--- config.mk ---
export PLATFORM = sky130hd
export DESIGN_NAME = n64_frame_assembler
export DESIGN_NICKNAME = d
export VERILOG_FILES = /design/src/rtl/n64_frame_assembler.sv
export SDC_FILE = /design/constraint.sdc
export NUM_CORES = 1
export LEC_CHECK = 0
export BUFFER_PORTS_ARGS = -buffer_cell sky130_fd_sc_hd__buf_2
export CAP_MARGIN = 30
export CORE_MARGIN = 8
export CORE_UTILIZATION = 55
export DETAILED_ROUTE_END_ITERATION = 12
export MAX_ROUTING_LAYER = met4
export PLACE_DENSITY = 0.76
export SYNTH_ARGS = -nofsm -noshare
export SYNTH_HDL_FRONTEND = slang
export SYNTH_SLANG_ARGS = --single-unit
--- constraint.sdc ---
create_clock -name clk -period 2.4 [get_ports clk]
set_input_delay 0 -clock clk [delete_from_list [all_inputs] [get_ports clk]]
set_output_delay 0 -clock clk [all_outputs]
set_load 0.02 [all_outputs]
--- src/rtl/n64_frame_assembler.sv ---
// N64 controller response assembler: turns decoded data-line symbols into a FRAME_BITS word,
// checks the stop bit and aborts on inter-symbol timeout. Optional error counter: N64_ERR_CNT_EN.
module n64_frame_assembler #(
  parameter int FRAME_BITS     = 32,
  parameter int TIMEOUT_CYCLES = 200
) (
  input  logic                  clk,
  input  logic                  Reset,
  input  logic                  Enable,
  input  logic [1:0]            Sym_In,
  output logic [FRAME_BITS-1:0] Frame_Data,
  output logic                  Frame_Valid,
  output logic                  Frame_Err,
  output logic                  Busy,
  output logic [1:0]            Dbg_State
`ifdef N64_ERR_CNT_EN
  ,
  output logic [7:0]            Err_Count
`endif
);

  localparam int CW = $clog2(FRAME_BITS + 1);
  localparam int TW = $clog2(TIMEOUT_CYCLES + 1);

  typedef enum logic [1:0] {
    S_IDLE    = 2'd0,
    S_COLLECT = 2'd1,
    S_STOP    = 2'd2
  } state_t;

  state_t                state_q, state_d;
  logic [FRAME_BITS-1:0] shift_q, shift_d;
  logic [FRAME_BITS-1:0] data_q, data_d;
  logic [CW-1:0]         cnt_q, cnt_d;
  logic [TW-1:0]         tmo_q, tmo_d;
  logic [1:0]            sym_prev_q, sym_prev_d;
  logic                  valid_q, valid_d;
  logic                  err_q, err_d;
  logic                  sym_ok, accept, sym_bit;

  // Handshake: a symbol is taken on the edge where a valid code follows a quiet (00) cycle;
  // holding a code or switching 01<->10 directly never produces a second acceptance.
  assign sym_ok     = (Sym_In == 2'b01) || (Sym_In == 2'b10);
  assign accept     = Enable && sym_ok && (sym_prev_q == 2'b00);
  assign sym_bit    = (Sym_In == 2'b01);
  assign sym_prev_d = (Sym_In == 2'b11) ? 2'b00 : Sym_In;

  always_comb begin
    state_d = state_q;
    shift_d = shift_q;
    cnt_d   = cnt_q;
    tmo_d   = tmo_q;
    data_d  = data_q;
    valid_d = 1'b0;
    err_d   = 1'b0;
    if (!Enable) begin
      state_d = S_IDLE;
      shift_d = '0;
      cnt_d   = '0;
      tmo_d   = '0;
    end else begin
      case (state_q)
        S_IDLE: begin
          if (accept) begin
            shift_d = {{(FRAME_BITS-1){1'b0}}, sym_bit};
            cnt_d   = CW'(1);
            tmo_d   = '0;
            state_d = S_COLLECT;
          end
        end
        S_COLLECT: begin
          if (accept) begin
            shift_d = {shift_q[FRAME_BITS-2:0], sym_bit};
            cnt_d   = cnt_q + CW'(1);
            tmo_d   = '0;
            if (cnt_d == CW'(FRAME_BITS)) state_d = S_STOP;
          end
        end
        S_STOP: begin
          if (accept) begin
            if (sym_bit) begin
              data_d  = shift_q;
              valid_d = 1'b1;
            end else begin
              err_d = 1'b1;
            end
            state_d = S_IDLE;
            shift_d = '0;
            cnt_d   = '0;
            tmo_d   = '0;
          end
        end
        default: state_d = S_IDLE;
      endcase
      // An accepted symbol in the would-be timeout cycle takes priority over the abort.
      if ((state_q != S_IDLE) && !accept) begin
        if (tmo_q == TW'(TIMEOUT_CYCLES - 1)) begin
          err_d   = 1'b1;
          state_d = S_IDLE;
          shift_d = '0;
          cnt_d   = '0;
          tmo_d   = '0;
        end else begin
          tmo_d = tmo_q + TW'(1);
        end
      end
    end
  end

  always_ff @(posedge clk or posedge Reset) begin
    if (Reset) begin
      state_q    <= S_IDLE;
      shift_q    <= '0;
      data_q     <= '0;
      cnt_q      <= '0;
      tmo_q      <= '0;
      sym_prev_q <= 2'b00;
      valid_q    <= 1'b0;
      err_q      <= 1'b0;
    end else begin
      state_q    <= state_d;
      shift_q    <= shift_d;
      data_q     <= data_d;
      cnt_q      <= cnt_d;
      tmo_q      <= tmo_d;
      sym_prev_q <= sym_prev_d;
      valid_q    <= valid_d;
      err_q      <= err_d;
    end
  end

`ifdef N64_ERR_CNT_EN
  logic [7:0] err_cnt_q, err_cnt_d;

  always_comb begin
    err_cnt_d = err_cnt_q;
    if (err_d && (err_cnt_q != 8'hFF)) err_cnt_d = err_cnt_q + 8'd1;
  end

  always_ff @(posedge clk or posedge Reset) begin
    if (Reset) err_cnt_q <= 8'd0;
    else       err_cnt_q <= err_cnt_d;
  end

  assign Err_Count = err_cnt_q;
`endif

  assign Frame_Data  = data_q;
  assign Frame_Valid = valid_q;
  assign Frame_Err   = err_q;
  assign Busy        = (state_q != S_IDLE);
  assign Dbg_State   = state_q;

endmodule

==> results of run 1 <==
-- worst max-delay path: stages --
cell and delay [ns]:
dlygate4sd3_1 0.53, buf_2 0.13, ha_1 0.30, nor4b_4 0.25, inv_2 0.18, nor2_2 0.47
buf_4 0.28, a22oi_1 0.08, nor2_1 0.11
-- Yosys cell counts (all sizes together) (2+ instances only) --
master,count
a22oi,32
nand2,14
a21oi,4
clkbuf,4
nor3,10
dfrtp,84
nand4,4
o21ai,4
a31oi,2
ha,6
buf,13
mux2,33
a311oi,3
nand3,5
nand2b,2
and2,2
inv,7
nor2,42
nor2b,2
a22o,2
nor3b,3
and3,3
a211o,3
-- logic make-up after synthesis --
group                    count (synthesis)
XOR/XNOR                                 1
adder cells (fa/ha/maj)                  6
buffers and inverters                   24
AND/OR/NAND/NOR                         95
flip-flops                              84
AO/OA/AOI/OAI                           56
multiplexers                            35
-- layout make-up --
class | count | area [µm²]
Clock buffer | 11 | 141
Sequential cell | 84 | 2100
Fill cell | 493 | 2230
Timing Repair Buffer | 52 | 323
Tap cell | 77 | 96.3
Inverter | 7 | 27.5
Multi-Input combinational cell | 193 | 1400
Clock inverter | 5 | 35.0
-- metrics by stage --
stage	hold WS (ns)	total power, W	utilization
final	0.0548	0.00247	0.649
after global routing	0.0759	0.00257	0.649
after CTS	0.0422	0.00249	0.649
after detailed placement	0.0868	0.00158	0.615
after global placement	0.0798	0.00158	0.615
after floorplan	0.134	0.00155	-
-- state kept, by name, summed over array words and instances, names as in the netlist --
| name | count |
|---|---|
| Dbg_State | 2 |
| shift_q | 32 |
| Frame_Data | 32 |
| Frame_Valid | 1 |
| sym_prev_q | 2 |
| tmo_q | 8 |
| Frame_Err | 1 |
| cnt_q | 6 |
-- where the power goes --
part	internal (W)	total (W)	switching, W
combinational	0.0000380	0.000126	0.0000883
clock	0.000407	0.000909	0.000502
sequential	0.00142	0.00143	0.0000118
-- metal layers --
layer / wire length, µm / vias up / GRT usage
met5: 0 / - / -
met4: 104 / 0 / 0.0663
met3: 276 / 9 / 0.0299
met2: 3430 / 59 / 0.242
met1: 3270 / 1305 / 0.204
li1: - / 1180 / -
-- layout by cell type, fill, tap and decap left out, drive strengths merged, types with 2 or more instances in the layout --
cell type / n
nand3: 5
and2: 2
nor3: 10
a21oi: 4
clkbuf: 11
ha: 6
a311oi: 3
mux2: 33
nor2: 42
a22o: 2
buf: 48
and3: 3
nor2b: 2
clkinv: 4
nand2: 14
nor3b: 3
dfrtp: 84
a211o: 3
a31oi: 2
nand2b: 2
inv: 7
o21ai: 4
dlygate4sd3: 4
nand4: 4
a22oi: 32
-- path summary, 6_finish.rpt --
kind                               startpoint             end  slack (ns)  cells past startpoint
worst max-delay path                Sym_In[1]     shift_q[11]        0.33                      9
worst min-delay path                Sym_In[0]   sym_prev_q[0]        0.05                      2
worst max register to register       tmo_q[0]     shift_q[11]        0.48                      6
worst min register to register  Frame_Data[2]   Frame_Data[2]        0.50                      1
max in group asynchronous               Reset       Frame_Err        1.50                      4
min in group asynchronous               Reset  Frame_Data[20]        0.25                      3
-- repair_timing --
action	4_1_cts	5_1_grt
hold buffers	4	0
endpoints found under the setup margin	0	0
hold endpoints to repair	36	0
==> metrics.csv, run 1 <==
metric,value,unit
drive_gt1_frac,0.301,
synth_area_leader_cell,dfrtp_1,
io_pins,42,
synth_async_sr_flop_share,1.00,
synth_area,3620,µm²
critPathKind,in -> reg,
power_density,599,nW/µm²
die_w,97.1,µm
finalInstanceArea,4120,µm²
wirelength,7080,µm
seq_area_frac_synth,0.581,
synth_fa_ha_area_frac,0.0207,
startpoint_type,input port,
max_slew_margin,0.594,
muxShareOfSynthArea,0.112,
tritoncts,yes,
drc,0,
arrival,2.34,ns
diodes,0,
synth_top_family_by_area,simple AND/OR/NAND/NOR gates,
critPathMaxFanout,15,
gp_congestion,0.854,
fin_crit_sh,0.861,
fp-row-count,29,
ys.flop_type,dfrtp_1,
numCtsBuffers,9,
synth_cells,301,
synth_edf_count,0,
ys_seq_elements,84,
syn-mean-instance-area,12.0,µm²
finalSetupViolCount,0,
clockRootBuffer,clkbuf_8,
fin_skew,0.00928,ns
fin_cells,429,
p_leak,2.04,nW
fmax,484,MHz
antenna_found_initial,0,
ys_top_cells_by_area,"dfrtp_1 (58%), mux2_2 (10%), a22oi_1 (6.6%), nor2_1 (4.3%), ha_1 (2.1%)",
clk_latency,0.35,ns
dieArea,9430,µm²
rsz0062_at_grt,false,
maxCapViolations,0,
synthSimpleGateAreaFrac,0.133,
synth_xor_area_frac,0.00242,
layout_setup_ws,0.334,ns
placed_cells,409,
postCtsResizedCells,0,
grt_pass1_vias,2590,
vdd_drop_max,0.000481,V
place_worst_setup_slack,0.476,ns
required,2.67,ns
drt_pass1_iterations,4,
synth_compound_area_frac,0.116,
yosysWarnings,0,
avgViaCountPerCell,5.95,
maxSlewViolCount,0,
hold_path.class,in -> reg,
syn2layout_area_growth,13.9,%
postRouteAntennaNets,0,
vias,2553,
fin_setup_tns,0,ns
core_area,6350,µm²
track_usage,0.159,
grt_overflow,0,
start_util,0.570,
status,completed,
clkTransAtPathRegs,0.08,ns
cts_htree_levels,3,
grt_start_max_net_pins,51,
drt_iter0_markers,269,
grt_pass1_wl,12300,µm
dpl_cell_area,3900,µm²
fin_nets,358,
numClockSinks,84,
ys_types,46,
clock_path_buffers,2,
period_minus_slack,2.07,ns
wl_per_cell,16.5,µm
crit_path_end_kind,register,
port_buffers,41,
dp_hpwl,4610,µm
finalHoldViolations,0,
fp.dieH,97.1,µm
synth_top_area_frac,0.581,
post_cts_buffers,0,
worst_pin_slew,0.609,ns
synth_nets,312,
(Power assumes the default switching activity.)
==> run 2: changes to the inputs <==
- RECOVER_POWER: unset -> 100
- SKIP_LAST_GASP: unset -> 1
==> run 2 against run 1 <==
Net effect:
- the run now ends with max-capacitance violations left
- sequential cell count is the same
- power is 0.36% lower
- wire length rose by 0.23%
- global-route usage did not move
- worst hold slack gained 0.0023 ns
- utilization down 1.2 points
- sequential share of layout area rose by 1.0 points
- sequential power is essentially flat
==> metrics.csv, run 2 (synthesized netlist as in run 1, its figures left out) <==
metric,value,unit,change
status,finished with violations,,
violations,max-capacitance violations,,
clockRootBuffer,clkbuf_8,,
drive_gt1_frac,0.182,,-0.119
max_slew_margin,0.00918,,-0.584
avgViaCountPerCell,5.91,,-0.67%
place_worst_setup_slack,0.476,ns,unchanged
fp.dieH,97.1,µm,unchanged
maxCapViolations,1,,+1
slowest_delay,0.53,ns,about the same
dieArea,9430,µm²,unchanged
drt_iter0_markers,257,,-4.5%
register_area,2100,µm²,unchanged
n_fill_cell,522,,+5.9%
fin_setup_tns,0,ns,unchanged
gp_congestion,0.854,,unchanged
fin_cells,429,,unchanged
port_buffers,41,,unchanged
rsz0062_at_grt,false,,
fin_nets,358,,unchanged
worst_pin_slew,1.48,ns,+0.869 ns
holdBufCountCts,4,,unchanged
crit_path_end_kind,register,,
power_frac_seq,0.582,,+0.002
hold_path.class,in -> reg,,
maxSlewViolCount,0,,unchanged
tritoncts,yes,,
clock_path_buffers,2,,unchanged
slowest_stage,dlygate4sd3_1,,
track_usage,0.159,,unchanged
grt_overflow,0,,unchanged
numClockSinks,84,,unchanged
grt_start_max_net_pins,51,,unchanged
power_density,608,nW/µm²,+1.6%
wl_per_cell,16.5,µm,+0.23%
swShare,0.243,,-0.000969
syn2layout_area_growth,11.7,%,
fin_skew,0.0104,ns,+0.00115 ns
grt_pass1_vias,2590,,unchanged
fin_crit_sh,0.895,,+0.0343
antenna_found_initial,0,,unchanged
grt_pass1_wl,12300,µm,unchanged
postRouteAntennaNets,0,,unchanged
vias,2536,,-0.67%
critPathKind,in -> reg,,
p_int,0.00186,W,-0.23%
fmax,465,MHz,-3.8%
layout_common_cells,"dfrtp_1 (84), nor2_1 (41), clkbuf_1 (40), mux2_2 (33), a22oi_1 (32)",,
period_minus_slack,2.15,ns,+0.0823 ns
wirelength,7100,µm,+0.23%
placed_cells,409,,unchanged
io_pins,42,,unchanged
layout_setup_ws,0.252,ns,-0.0823 ns
clkPwrFrac,0.369,,about the same
postCtsResizedCells,0,,unchanged
arrival,2.37,ns,+0.03 ns
p_switching,0.000598,W,-0.75%
final_common_cell,dfrtp_1,,
required,2.62,ns,-0.05 ns
start_util,0.570,,unchanged
finalHoldViolations,0,,unchanged
startpoint_type,input port,,
drt_pass1_iterations,4,,unchanged
power_frac_comb,0.049,,-0.002
critPathMaxFanout,33,,+18
numCtsBuffers,9,,unchanged
core_area,6350,µm²,unchanged
p_leak,1.86,nW,-8.7%
cts_htree_levels,3,,unchanged
vdd_drop_max,0.000481,V,about the same
clk_latency,0.34,ns,about the same
crit_chain,dlygate4sd3_1 > clkbuf_1 > ha_1 > nor4b_4 > clkbuf_1 > nand2_1 > clkbuf_4 > a22oi_1 > nor2_1,,
path_common_cell,clkbuf_1,,
finalSetupViolCount,0,,unchanged
drc,0,,unchanged
die_w,97.1,µm,unchanged
multiInputGateArea,1380,µm²,-1.1%
fp-row-count,29,,unchanged
diodes,0,,unchanged
dp_hpwl,4610,µm,unchanged
clkTransAtPathRegs,0.08,ns,about the same
post_cts_buffers,0,,unchanged
==> run 2: area by class of cell <==
cell class / count / share of cell area
Sequential cell: 84 / 0.520
Tap cell: 77 / 0.0238
Multi-Input combinational cell: 193 / 0.341
Inverter: 7 / 0.00681
Clock buffer: 11 / 0.0350
Clock inverter: 5 / 0.00867
Timing Repair Buffer: 52 / 0.0641
==> run 2: worst paths after layout <==
| path | cells past startpoint | endpoint | startpoint | slack, ns |
|---|---|---|---|---|
| setup / recovery | 9 | shift_q[20] | Sym_In[1] | 0.25 |
| hold / removal | 2 | sym_prev_q[0] | Sym_In[0] | 0.06 |
| setup reg to reg | 6 | shift_q[25] | tmo_q[0] | 0.40 |
| hold reg to reg | 1 | Frame_Data[2] | Frame_Data[2] | 0.51 |
| max in group asynchronous | 4 | Frame_Data[30] | Reset | 0.51 |
| min in group asynchronous | 3 | Frame_Data[20] | Reset | 0.53 |
==> run 2: power groups by stage <==
stage | logic (W) | clock network (W) | registers, W
floorplan | 0.0000891 | 0 | 0.00146
global placement | 0.000120 | 0 | 0.00146
detailed placement | 0.000124 | 0 | 0.00146
CTS | 0.000129 | 0.000932 | 0.00143
global route | 0.000136 | 0.000990 | 0.00143
finish | 0.000120 | 0.000907 | 0.00143
==> run 2: routing by layer <==
metal / up-vias / part of all wire / track usage
li1: 1180 / - / -
met1: 1312 / 0.46 / 0.204
met2: 36 / 0.49 / 0.242
met3: 8 / 0.031 / 0.0299
met4: 0 / 0.013 / 0.0663
met5: - / 0 / -
==> run 2: through the flow <==
step	power, W	instance area [µm²]	hold slack, ns	utilization
after global routing	0.00256	4040	0.0759	0.636
final	0.00246	4040	0.0571	0.636
after CTS	0.00249	4120	0.0422	0.649
after floorplan	0.00155	3620	0.134	-
after detailed placement	0.00158	3900	0.0868	0.615
after global placement	0.00158	3900	0.0798	0.615
==> run 2: critical path, delay by kind of cell <==
kind | cells | cell delay, ns
buf+inv | 4 | 1.39
fa+ha+maj | 1 | 0.30
simple gates | 3 | 0.40
compound gates | 1 | 0.26
==> run 3: changes to the inputs <==
- REMOVE_ABC_BUFFERS: unset -> 1
==> run 3 against run 2 <==
Net effect:
- the flow finishes with violations (max-capacitance violations, max-slew violations)
- largest cell class unchanged
- critical path type is now reg -> reg
- power grew 9.7%
- sequential cell count is the same
- largest power group unchanged
- die area is the same
- cell count grew 0.47%
==> metrics.csv, run 3 (synthesized netlist as in run 1, its figures left out) <==
metric,value,unit,change
critPathKind,reg -> reg,,
drt_iter0_markers,105,,-59%
fmax,465,MHz,-0.19%
maxCapViolations,1,,unchanged
finalSetupViolCount,0,,unchanged
startpoint_type,register,,
grt_start_max_net_pins,49,,-3.9%
final_util,0.649,,+0.0126
multiInputGateArea,1390,µm²,+0.36%
antenna_found_initial,0,,unchanged
numClockSinks,84,,unchanged
dieArea,9430,µm²,unchanged
drive_gt1_frac,0.189,,+0.00745
maxSlewViolCount,37,,+37
n_fill_cell,503,,-3.6%
required,2.69,ns,+0.07 ns
fp.dieH,97.1,µm,unchanged
fin_skew,0.0132,ns,+0.00273 ns
fin_nets,360,,+0.56%
place_worst_setup_slack,0.460,ns,-0.0158 ns
cts_htree_levels,3,,unchanged
final_common_cell,dfrtp_1,,
syn2layout_area_growth,13.9,%,
wl_per_cell,16.5,µm,about the same
violations,"max-capacitance violations, max-slew violations",,
drt_pass1_iterations,5,,+1
finalInstanceArea,4120,µm²,+2.0%
power_density,655,nW/µm²,+7.6%
worst_pin_slew,1.62,ns,+0.138 ns
postRouteAntennaNets,0,,unchanged
gp_congestion,0.822,,-3.7%
fp-row-count,29,,unchanged
clock_path_buffers,2,,unchanged
clockRootBuffer,clkbuf_8,,
vdd_drop_max,0.000358,V,-26%
wirelength,7130,µm,+0.41%
die_w,97.1,µm,unchanged
hold_path.class,in -> reg,,
rsz0062_at_grt,false,,
diodes,0,,unchanged
numCtsBuffers,9,,unchanged
drc,0,,unchanged
dpl_cell_area,3900,µm²,-0.13%
grt_pass1_wl,12400,µm,+0.50%
p_leak,1.91,nW,+2.3%
layout_setup_ws,0.248,ns,-0.00418 ns
port_buffers,41,,unchanged
avgViaCountPerCell,5.91,,about the same
register_area,2100,µm²,unchanged
vias,2546,,+0.39%
crit_path_end_kind,register,,
grt_overflow,0,,unchanged
critPathMaxFanout,7,,-79%
io_pins,42,,unchanged
status,finished with violations,,
fin_crit_sh,0.897,,+0.00174
clk_latency,0.35,ns,about the same
clkTransAtPathRegs,0.08,ns,about the same
start_util,0.570,,unchanged
core_area,6350,µm²,unchanged
grt_pass1_vias,2577,,-0.50%
max_slew_margin,-0.0836,,-0.0928
finalHoldViolations,0,,unchanged
layout_common_cells,"dfrtp_1 (84), nor2_1 (41), clkbuf_1 (38), mux2_2 (33), a22oi_1 (32)",,
arrival,2.45,ns,+0.08 ns
period_minus_slack,2.15,ns,+0.00418 ns
tritoncts,yes,,
dp_hpwl,4670,µm,+1.4%
track_usage,0.163,,+0.00379
==> run 3: path summary, 6_finish.rpt <==
kind | startpoint | to | slack, ns | cells after the start
worst max-delay path | tmo_q[0] | tmo_q[5] | 0.25 | 5
max in group asynchronous | Reset | Frame_Data[0] | 0.95 | 4
worst min register to register | Frame_Data[29] | Frame_Data[29] | 0.51 | 1
worst max register to register | tmo_q[0] | tmo_q[5] | 0.25 | 5
min in group asynchronous | Reset | shift_q[20] | 0.59 | 3
worst min-delay path | Enable | tmo_q[2] | 0.50 | 4
==> run 3: power breakdown <==
group / leakage [nW] / internal, W / switching, W
combinational: 0.617 / 0.0000375 / 0.0000868
clock: 0.117 / 0.000625 / 0.000516
sequential: 1.17 / 0.00142 / 0.0000115
total: 1.91 / 0.00208 / 0.000614
==> run 3: final cells by class <==
type | instances | area share
clock buffer | 10 | 0.0334
clock inverter | 6 | 0.0231
timing repair buffer | 54 | 0.0674
multi-input combinational | 193 | 0.336
sequential | 84 | 0.510
inverter | 7 | 0.00668
tap | 77 | 0.0234
==> run 3: routing by layer <==
metal  global-route usage  share of wire  vias to the layer above
li1                     -              -                     1190
met1                0.192           0.44                     1279
met2                0.261           0.50                       65
met3               0.0306          0.039                       12
met4               0.0828          0.020                        0
met5                    -              0                        -
==> run 3: stage by stage <==
step / std cells / TNS [ns] / hold WS [ns] / total power (W)
after CTS: 431 / 0 / 0.256 / 0.00273
after global placement: 410 / 0 / 0.0919 / 0.00158
final: 431 / 0 / 0.501 / 0.00270
after detailed placement: 410 / 0 / 0.0992 / 0.00158
after global routing: 431 / 0 / 0.507 / 0.00280
after floorplan: 284 / -13.72 / 0.134 / 0.00154
==> run 3: worst max-delay path, stage by stage, from the launching register on <==
cell and delay [ns]:
dfrtp_1 0.43, ha_1 0.28, and4bb_1 0.27, a311oi_1 0.75
and3_1 0.28, a211o_1 0.10
==> run 3: repair_timing <==
action                    in CTS  in global routing
resized for setup              0                  0
hold buffers                   5                  0
hold endpoints to repair      39                  0
setup buffers                  0                  0
